**src/rtl/expr_pkg.sv**
```systemverilog
// Shared ASCII, operator and state encodings for the expression emitter and recogniser.
package expr_pkg;

  localparam int unsigned CHAR_W = 8;
  localparam int unsigned DIGIT_W = 4;

  localparam logic [CHAR_W-1:0] CH_0    = 8'h30;
  localparam logic [CHAR_W-1:0] CH_PLUS = 8'h2B;
  localparam logic [CHAR_W-1:0] CH_MUL  = 8'h2A;
  localparam logic [CHAR_W-1:0] CH_EQ   = 8'h3D;

  localparam logic OP_ADD = 1'b0;
  localparam logic OP_MUL = 1'b1;

  typedef enum logic [2:0] {
    ST_IDLE  = 3'd0,
    ST_DIGIT = 3'd1,
    ST_OP    = 3'd2,
    ST_FIN   = 3'd3,
    ST_TERM  = 3'd4
  } state_e;

  function automatic logic [CHAR_W-1:0] digit_char(input logic [DIGIT_W-1:0] d);
    return CH_0 + CHAR_W'(d);
  endfunction

  function automatic logic [CHAR_W-1:0] op_char(input logic op);
    return (op == OP_MUL) ? CH_MUL : CH_PLUS;
  endfunction

endpackage

```
**src/rtl/expr_char_gen_if.sv**
```systemverilog
// Valid/ready character stream between the expression emitter and its sink.
interface expr_char_gen_if;
  import expr_pkg::*;

  logic [CHAR_W-1:0] out_char;
  logic              out_valid;
  logic              out_ready;

  modport master (output out_char, output out_valid, input out_ready);
  modport slave  (input out_char, input out_valid, output out_ready);

endinterface

```
**src/rtl/expr_req_check.sv**
```systemverilog
// Combinational validation of a request: term count in range and all used digits are BCD.
module expr_req_check
  import expr_pkg::*;
#(
  parameter int unsigned MAX_TERMS = 4,
  parameter int unsigned TW        = 3
) (
  input  logic [DIGIT_W*MAX_TERMS-1:0] i_digits,
  input  logic [TW-1:0]                i_nterms,
  output logic                         o_req_ok
);

  logic w_bad_digit;
  logic w_count_ok;

  always_comb begin
    w_bad_digit = 1'b0;
    for (int i = 0; i < MAX_TERMS; i++) begin
      if ((TW'(i) < i_nterms) && (i_digits[DIGIT_W*i +: DIGIT_W] > 4'd9)) begin
        w_bad_digit = 1'b1;
      end
    end
  end

  assign w_count_ok = (i_nterms != '0) && (i_nterms <= TW'(MAX_TERMS));
  assign o_req_ok   = w_count_ok && !w_bad_digit;

endmodule

```
**src/rtl/expr_char_gen.sv**
```systemverilog
// Serialises a captured digit/operator request into an ASCII byte stream over valid/ready.
// Optional macro EXPR_TERM_EN appends a trailing '=' beat after the last digit.
module expr_char_gen
  import expr_pkg::*;
#(
  parameter int unsigned MAX_TERMS = 4,
  parameter int unsigned TW        = 3
) (
  input  logic                         clk,
  input  logic                         clr,
  input  logic                         start,
  input  logic [DIGIT_W*MAX_TERMS-1:0] digits,
  input  logic [MAX_TERMS-2:0]         ops,
  input  logic [TW-1:0]                nterms,
  expr_char_gen_if.master              tx,
  output logic                         busy,
  output logic                         done,
  output logic                         err
);

  state_e                       r_state, w_next_state;
  logic [TW-1:0]                r_idx, w_next_idx;
  logic [DIGIT_W*MAX_TERMS-1:0] r_digits;
  logic [MAX_TERMS-2:0]         r_ops;
  logic [TW-1:0]                r_nterms;
  logic [CHAR_W-1:0]            r_char, w_next_char;
  logic                         r_valid, w_next_valid;
  logic                         r_busy, r_done, r_err, w_next_err;
  logic                         w_capture, w_req_ok, w_xfer;
  logic [DIGIT_W*MAX_TERMS-1:0] w_src_digits;
  logic [MAX_TERMS-2:0]         w_src_ops;
  logic [DIGIT_W-1:0]           w_sel_digit;
  logic                         w_sel_op;

  expr_req_check #(
    .MAX_TERMS (MAX_TERMS),
    .TW        (TW)
  ) u_req_check (
    .i_digits (digits),
    .i_nterms (nterms),
    .o_req_ok (w_req_ok)
  );

  assign w_xfer = r_valid && tx.out_ready;

  // Leaving IDLE the first beat must come straight from the inputs being captured.
  assign w_src_digits = (r_state == ST_IDLE) ? digits : r_digits;
  assign w_src_ops    = (r_state == ST_IDLE) ? ops    : r_ops;

  always_comb begin
    w_next_state = r_state;
    w_next_idx   = r_idx;
    w_capture    = 1'b0;
    w_next_err   = 1'b0;
    w_next_valid = 1'b0;
    w_next_char  = '0;
    w_sel_digit  = '0;
    w_sel_op     = OP_ADD;

    unique case (r_state)
      ST_IDLE: begin
        if (start) begin
          w_capture = 1'b1;
          if (w_req_ok) begin
            w_next_state = ST_DIGIT;
            w_next_idx   = '0;
          end else begin
            w_next_err = 1'b1;
          end
        end
      end
      ST_DIGIT: begin
        if (w_xfer) begin
          if (r_idx == r_nterms - TW'(1)) begin
`ifdef EXPR_TERM_EN
            w_next_state = ST_TERM;
`else
            w_next_state = ST_FIN;
`endif
          end else begin
            w_next_state = ST_OP;
          end
        end
      end
      ST_OP: begin
        if (w_xfer) begin
          w_next_idx   = r_idx + TW'(1);
          w_next_state = ST_DIGIT;
        end
      end
      ST_TERM: begin
        if (w_xfer) begin
          w_next_state = ST_FIN;
        end
      end
      ST_FIN: begin
        w_next_state = ST_IDLE;
      end
      default: begin
        w_next_state = ST_IDLE;
      end
    endcase

    for (int i = 0; i < MAX_TERMS; i++) begin
      if (w_next_idx == TW'(i)) begin
        w_sel_digit = w_src_digits[DIGIT_W*i +: DIGIT_W];
      end
    end
    for (int i = 0; i < MAX_TERMS - 1; i++) begin
      if (w_next_idx == TW'(i)) begin
        w_sel_op = w_src_ops[i];
      end
    end

    // Output registers are loaded from the state being entered, keeping latency at one cycle.
    unique case (w_next_state)
      ST_DIGIT: begin
        w_next_valid = 1'b1;
        w_next_char  = digit_char(w_sel_digit);
      end
      ST_OP: begin
        w_next_valid = 1'b1;
        w_next_char  = op_char(w_sel_op);
      end
      ST_TERM: begin
        w_next_valid = 1'b1;
        w_next_char  = CH_EQ;
      end
      default: begin
        w_next_valid = 1'b0;
        w_next_char  = '0;
      end
    endcase
  end

  always_ff @(posedge clk or negedge clr) begin
    if (!clr) begin
      r_state  <= ST_IDLE;
      r_idx    <= '0;
      r_digits <= '0;
      r_ops    <= '0;
      r_nterms <= '0;
      r_char   <= '0;
      r_valid  <= 1'b0;
      r_busy   <= 1'b0;
      r_done   <= 1'b0;
      r_err    <= 1'b0;
    end else begin
      r_state <= w_next_state;
      r_idx   <= w_next_idx;
      r_char  <= w_next_char;
      r_valid <= w_next_valid;
      r_busy  <= (w_next_state != ST_IDLE);
      r_done  <= (w_next_state == ST_FIN);
      r_err   <= w_next_err;
      if (w_capture) begin
        r_digits <= digits;
        r_ops    <= ops;
        r_nterms <= nterms;
      end
    end
  end

  assign tx.out_char  = r_char;
  assign tx.out_valid = r_valid;
  assign busy         = r_busy;
  assign done         = r_done;
  assign err          = r_err;

endmodule

```
**src/flat_wrapper.sv**
```systemverilog
// flat-port wrapper written by rule: the top's interface ports become plain ports
module expr_char_gen_flat import expr_pkg::*;
#(
  parameter int unsigned MAX_TERMS = 4,
  parameter int unsigned TW        = 3
)
  (clk, clr, start, digits, ops, nterms, busy, done, err, tx_out_char, tx_out_valid, tx_out_ready);
  expr_char_gen_if tx_i ();
  input  logic clk;
  input  logic clr;
  input  logic start;
  input  logic [DIGIT_W*MAX_TERMS-1:0] digits;
  input  logic [MAX_TERMS-2:0] ops;
  input  logic [TW-1:0] nterms;
  output logic busy;
  output logic done;
  output logic err;
  output wire logic [$bits(tx_i.out_char)-1:0] tx_out_char;
  output wire logic [$bits(tx_i.out_valid)-1:0] tx_out_valid;
  input wire logic [$bits(tx_i.out_ready)-1:0] tx_out_ready;
  assign tx_out_char = tx_i.out_char;
  assign tx_out_valid = tx_i.out_valid;
  assign tx_i.out_ready = tx_out_ready;
  expr_char_gen #(.MAX_TERMS(MAX_TERMS), .TW(TW)) u_core (.clk(clk), .clr(clr), .start(start), .digits(digits), .ops(ops), .nterms(nterms), .tx(tx_i), .busy(busy), .done(done), .err(err));
endmodule
```
**config.mk**
```make
export PLATFORM = sky130hd
export DESIGN_NAME = expr_char_gen_flat
export DESIGN_NICKNAME = d
export VERILOG_FILES = /design/src/rtl/expr_pkg.sv /design/src/rtl/expr_char_gen_if.sv /design/src/rtl/expr_req_check.sv /design/src/rtl/expr_char_gen.sv /design/src/flat_wrapper.sv
export SDC_FILE = /design/constraint.sdc
export NUM_CORES = 1
export LEC_CHECK = 0
export BUFFER_PORTS_ARGS = -buffer_cell sky130_fd_sc_hd__buf_2
export CAP_MARGIN = 5
export CORE_ASPECT_RATIO = 1.5
export CORE_MARGIN = 10
export CORE_UTILIZATION = 50
export CTS_BUF_LIST = sky130_fd_sc_hd__clkbuf_16
export CTS_CLUSTER_SIZE = 14
export DETAILED_ROUTE_END_ITERATION = 10
export GPL_TIMING_DRIVEN = 0
export PLACE_DENSITY = 0.87
export RECOVER_POWER = 25
export SYNTH_ARGS = -nofsm -noshare
export SYNTH_HDL_FRONTEND = slang
export SYNTH_SLANG_ARGS = --single-unit
```
**constraint.sdc**
```tcl
create_clock -name clk -period 1.9 [get_ports clk]
set_input_delay 0.19 -clock clk [delete_from_list [all_inputs] [get_ports clk]]
set_output_delay 0.19 -clock clk [all_outputs]
set_load 0.01 [all_outputs]
```
Word level (Yosys, flattened, before mapping)
Index checks and enable logic that the tools add are counted.

storage, ports and cells
  register bits after elaboration = 40
  bits of input ports = 26
  output and inout bits = 12
  logic and storage cells = 78

cells by class
  add/subtract/negate cells = 3
  magnitude comparators = 9
  eq/ne operators = 11
  mux-type cells = 32
  reductions and logical operators = 13

operator list
  cell                                                                   number
  3-bit two-way mux                                                      9
  8-bit case mux with 3 select lines                                     1
  4-bit > comparator, second input constant                              4
  16-bit two-way mux                                                     1
  4-bit two-way mux                                                      4
  3-bit by 2-bit equality test with 1-bit output, second input constant  5
  1-bit two-way mux                                                      15
  3-bit case mux with 4 select lines                                     1
  3-bit by 1-bit equality test with 1-bit output, second input constant  3
  6-bit by 4-bit adder with 7-bit output, first input constant           1
  1-bit logical AND                                                      7
  3-bit equality test, second input constant                             2
  3-bit zero test                                                        2
  1-bit by 3-bit < comparator with 1-bit output, first input constant    2
  2-bit by 3-bit < comparator with 1-bit output, first input constant    2
  3-bit case mux with 2 select lines                                     1
  3-bit nonzero test                                                     2
  3-bit by 1-bit adder with 3-bit output, second input constant          1
  3-bit equality test                                                    1
  3-bit <= comparator, second input constant                             1
  3-bit OR reduction                                                     1
  3-bit by 1-bit subtractor with 3-bit output, second input constant     1
  1-bit zero test                                                        1

Depth between registers and ports, before layout
  word-level depth = 18
  gate-level depth with buffers = 10
  gate-level depth less buffers = 10

By module
Synthesis repeated with hierarchy kept, for this count alone.

unflattened totals
  cell total of the unflattened synthesis = 236
  area, all modules = 2129.5 um^2

modules (own cells, without submodules)
  module          times used  cells an instance  area an instance (um^2)  seq. area each (um^2)
  expr_char_gen   1           224                2059.5                   925.9
  expr_req_check  1           12                 70.1                     0.0

Worst setup path before layout
No wires, ideal clock.

  path kind = register -> register
  start = register u_core.r_valid, in the netlist u_core.tx.out_valid
  end = register u_core.r_char[0], in the netlist u_core.tx.out_char[0]
  setup time = 0.124 ns
  data arrival time = 1.927 ns
  required time = 1.776 ns
  path slack = -0.151 ns
  cell stages (with the launch flop) = 10
  buffers on the path = 2
  period minus slack after synthesis = 2.051 ns
  cells stage by stage = dfrtp_1 > and2_1 > clkbuf_1 > and3_1 > o21ai_1 > o311ai_4 > buf_2 > a211oi_1 > a21oi_1 > a211o_1

between the ends
  longest elaborated chain between the ends = 10
  elaborated cells between the ends (all ways) = 24
  classes of those cells = add/sub (1); eq/ne (6); mux (15); reduce/logical (2)

RTL lines
  element                                 RTL line                                    text
  start, declared                         expr_char_gen.sv:27                         logic r_valid, w_next_valid;
  start signal, assigned                  expr_char_gen.sv:152                        r_valid <= w_next_valid;
  1-bit logical AND *                     expr_char_gen.sv:44                         assign w_xfer = r_valid && tx.out_ready;
  3-bit two-way mux *                     expr_char_gen.sv:86                         if (w_xfer) begin
  3-bit case mux with 2 select lines *    expr_char_gen.sv:60                         unique case (r_state)
  via u_core.w_next_idx[1]                expr_char_gen.sv:22                         logic [TW-1:0] r_idx, w_next_idx;
  3-bit zero test                         expr_char_gen.sv:105, expr_char_gen.sv:110
  4-bit two-way mux (4 in series)         expr_char_gen.sv:105                        if (w_next_idx == TW'(i)) begin
  6-bit by 4-bit adder with 7-bit output  expr_pkg.sv:24                              return CH_0 + CHAR_W'(d);
  8-bit case mux with 3 select lines *    expr_char_gen.sv:116                        unique case (w_next_state)
  via u_core.w_next_char[0]               expr_char_gen.sv:26                         logic [CHAR_W-1:0] r_char, w_next_char;
  end signal, assigned                    expr_char_gen.sv:151                        r_char <= w_next_char;
  end, declared                           expr_char_gen.sv:26

The timed path passes the listed nets; every way through them passes the cells marked *.
A chain may end at the register's enable or synchronous reset.

Worst setup path in the final report
  start = register u_core.r_nterms[0]
  end = register u_core.r_char[1], in the netlist u_core.tx.out_char[1]

between the ends
  longest elaborated chain between the ends = 7
  elaborated cells between the ends (all ways) = 9
  classes of those cells = add/sub (1); eq/ne (4); mux (4)

RTL lines
  element                                            RTL line              text
  start, declared                                    expr_char_gen.sv:25   logic [TW-1:0] r_nterms;
  start signal, assigned                             expr_char_gen.sv:159  r_nterms <= nterms;
  3-bit by 1-bit subtractor with 3-bit output *      expr_char_gen.sv:74   if (r_idx == r_nterms - TW'(1)) begin
  3-bit equality test *                              expr_char_gen.sv:74
  1-bit two-way mux *                                expr_char_gen.sv:74
  3-bit two-way mux *                                expr_char_gen.sv:73   if (w_xfer) begin
  3-bit case mux with 4 select lines *               expr_char_gen.sv:60
  via u_core.w_next_state[0]                         expr_char_gen.sv:21   state_e r_state, w_next_state;
  3-bit equality test, or another cell as far along  expr_char_gen.sv:116
  8-bit case mux with 3 select lines *               expr_char_gen.sv:116
  via u_core.w_next_char[1]                          expr_char_gen.sv:26

Marks and branches as above.

==> metrics.md <==
| Metric | Value |
|---|---|
| Antenna violations before repair | 0 |
| Tcrit/Tclk final | 112% |
| TritonRoute pass-1 iters | 4 |
| Pleak | ~0.0013 uW |
| Setup crit start kind | flip-flop |
| Avg WL per Cell | 20.1 um |
| Sequential share of power | a little over a quarter |
| Layout cells sized above 1 | slightly above 50% |
| Worst skew pair latency | ~280 ps |
| Seq/Total Area, Yosys | between 40 and 50% |
| Fin. Hold Viols | 0 |
| Synth Cell Area | 2120 sq um |
| Layout Nets | approximately 280 |
| Routed wire length | 6020 um |
| Crit. End Element | flip-flop |
| Clock root buffer | clkbuf_16 |
| Hold Crit Class | in2async |
| DR iter-0 viols | 128 |
| YS warnings | 0 |
| Worst path cell trace | inv_2 > ha_4 > xor2_1 > xnor2_1 > o22ai_2 > a311oi_4 > inv_2 > nand4b_4 > a211oi_2 > a221o_1 |
| Initial Util | between 50 and 60% |
| Area delta synth->final | 32.4% |
| Synth top area share | between 40 and 50% |
| Final instance area | about 2800 sq um |
| Leading area contributor after synthesis | dfrtp_1 |
| Hpwl dp | around 3900 um |
| RR Endpoint | u_core.tx.out_char[1] |
| First-pass GRT wire length | 9090 um |
| Critical path required time | slightly above 2000 ps |
| FP Rows | 29 |
| Total Routing Usage GR | between 15 and 20% |
| Flop-to-flop setup slack | -230 ps |
| Fin Clk Skew | between 3 and 4 ps |
| Yosys cell types | 51 |
| Crit-path max cell delay | slightly below 400 ps |
| Slew headroom | a little over a third |
| FF-to-FF Start | u_core.r_nterms[0] |
| Pin count of the biggest net entering global routing | 39 |
| #FFs+latches synth | 38 |
| Max Cap Viol | 0 |
| Die area | 7310 sq um |
| Outcome | finished, violations left |
| CTS tree | yes |
| Vias per cell | approximately 6.0 |
| Crit path max fanout | 4 |
| Post-CTS Hold Buffers | 0 |
| Worst slew pin tran | approximately 950 ps |
| Crit path kind | reg2reg |
| Diode count | 0 |
| Placed cell areas | roughly 2400 sq um |
| Path depth of the worst reg2reg path | 10 |
| Combinational share of power | 58.0% |
| Max-slew violations | 0 |
| Max Root-Sink Buffers | 2 |
| Cts bufs inserted | 5 |
| Pwr per Cell Area | 1840 nW/um^2 |
| Number of global-route vias before repair | approximately 1900 |
| Io pins | 38 |
| Post-synth top cells | 38 x dfrtp_1, 22 x mux2_2, 15 x nand2_1 |
| Post-Syn Instances | 189 |
| Predominant post-synthesis flop cell | dfrtp_1 |
| CTS clk-pin slew, worst paths | about 60 ps |
| VDD IR max | 1460 uV |
| H-tree depth | 2 |
| Final setup violation count | 8 |
| Clock share of power | between 10% and 20% |
| P_sw | just over 2000 uW |
| Sw frac | 39.8% |
| Fin crit period | 2130 ps |
| CP most frequent cell | inv_2 |
| Worst Path Arrival | roughly 2300 ps |
| DRC errors left | 0 |
| Vias | around 1800 |
| Post-synth EDFFs | 0 |
| Clk sinks | 38 |
| Dominant cell by count in the synthesized netlist | dfrtp_1 |
| Largest cells by area after synthesis | dfrtp_1 45%, mux2_2 12%, mux2i_1 4.7% |
| Remaining global-route overflow | 0 |
| Syn avg cell area | about 11 sq um |
| Routed Antenna Nets | 0 |
| Setup TNS | -965 ps |
| Final WS setup | -231 ps |
| Unrepaired setup endpoints after global routing | true |
| Port Buffers | 35 |
| Core area | approximately 4200 sq um |
| GPL Wtd Cong | between 0.8 and 0.9 |
| Fmax | around 0.47 GHz |
| Post-synth ARST share | 100% |
| Die H | 99.8 um |
| Internal Power | 3120 uW |
| Crit path max-delay cell type | dfrtp_1 |
| Failing checks | setup timing |
| Chip Width | 73.2 um |
| Hold Worst Slack | 43.4 ps |
## worst max path at each step
stage                             startpoint                     to  slack (ps)
after floorplan           u_core.r_nterms[0]  u_core.tx.out_char[1]         -70
after global placement             digits[2]  u_core.tx.out_char[0]        -400
after detailed placement           digits[2]  u_core.tx.out_char[0]        -410
after CTS                  u_core.r_state[0]  u_core.tx.out_char[3]        -220
after global routing      u_core.r_nterms[0]  u_core.tx.out_char[1]        -330
final                     u_core.r_nterms[0]  u_core.tx.out_char[1]        -230
## sequential cells by signal (all words and copies together), names as in the netlist, 3 cells and up
name	flops
u_core.r_ops	3
u_core.r_nterms	3
u_core.r_state	3
u_core.r_digits	16
u_core.tx.out_char	6
u_core.r_idx	3
## worst max-delay path: cells and delay by family, from the launching register on
family / cells / cell delay [ps]
flip-flops: 1 / 390
adder cells (fa/ha/maj): 1 / 130
XOR/XNOR: 2 / 330
buffers and inverters: 2 / 200
AO/OA/AOI/OAI: 4 / 810
AND/OR/NAND/NOR: 1 / 140
## power by group through the flow
stage | registers (uW) | logic [uW] | clock network [uW]
finish | 1380 | 3000 | 794
global route | 1420 | 3220 | 832
CTS | 1360 | 2690 | 804
detailed placement | 1380 | 2260 | 0
global placement | 1370 | 2180 | 0
floorplan | 1380 | 1700 | 0
## area by class of cell
cell class / count / area [sq um]
fill: 282 / 1360
multi-input combinational: 136 / 1220
sequential: 38 / 955
timing repair buffer: 59 / 359
clock buffer: 5 / 125
buffer: 7 / 57.6
tap: 46 / 57.6
inverter: 6 / 22.5
clock inverter: 3 / 16.3
## stage by stage
stage | instances | utilization, % | total power, uW | worst slack, ps
2_1_floorplan | 190 | - | 3090 | -67.5
3_3_place_gp | 271 | 57.4 | 3550 | -400
3_5_place_dp | 271 | 57.4 | 3640 | -414
4_1_cts | 290 | 64.8 | 4850 | -216
5_1_grt | 300 | 67.3 | 5470 | -327
6_report | 300 | 67.3 | 5180 | -231
## metal layers
metal  GRT usage [%]  wire, um
met3            4.64       288
met4            11.1       293
met1            15.0      2140
met2            27.1      3300
met5               0         0
## layout by cell type, fill, tap and decap left out, drive strengths merged, types with 3 or more instances in the layout
cell type,Yosys,layout
buf,9,64
dfrtp,38,38
mux2,22,22
nand2,15,15
o21ai,12,12
a211oi,11,11
mux2i,10,10
a21oi,7,7
clkbuf,1,7
nor2,6,6
inv,6,6
nor2b,5,5
xor2,3,3
and2b,3,3
a211o,3,3
o311ai,3,3
and2,3,3
## timing repair
action,in CTS,in global routing
buffers inserted,13,12
resized for setup,19,11
setup endpoints to repair,22,19
hold endpoints to repair,0,0
pin swaps,10,17
## logic make-up after synthesis
logic type,Yosys count,share of synthesized area (%)
flops,38,44.8
compound gates,45,17.0
buf+inv,16,4.24
mux,32,16.4
fa+ha+maj,2,1.18
other cells,1,0.177
xor+xnor,5,2.06
simple gates,50,14.2
Power figures use the tool's default switching activity.
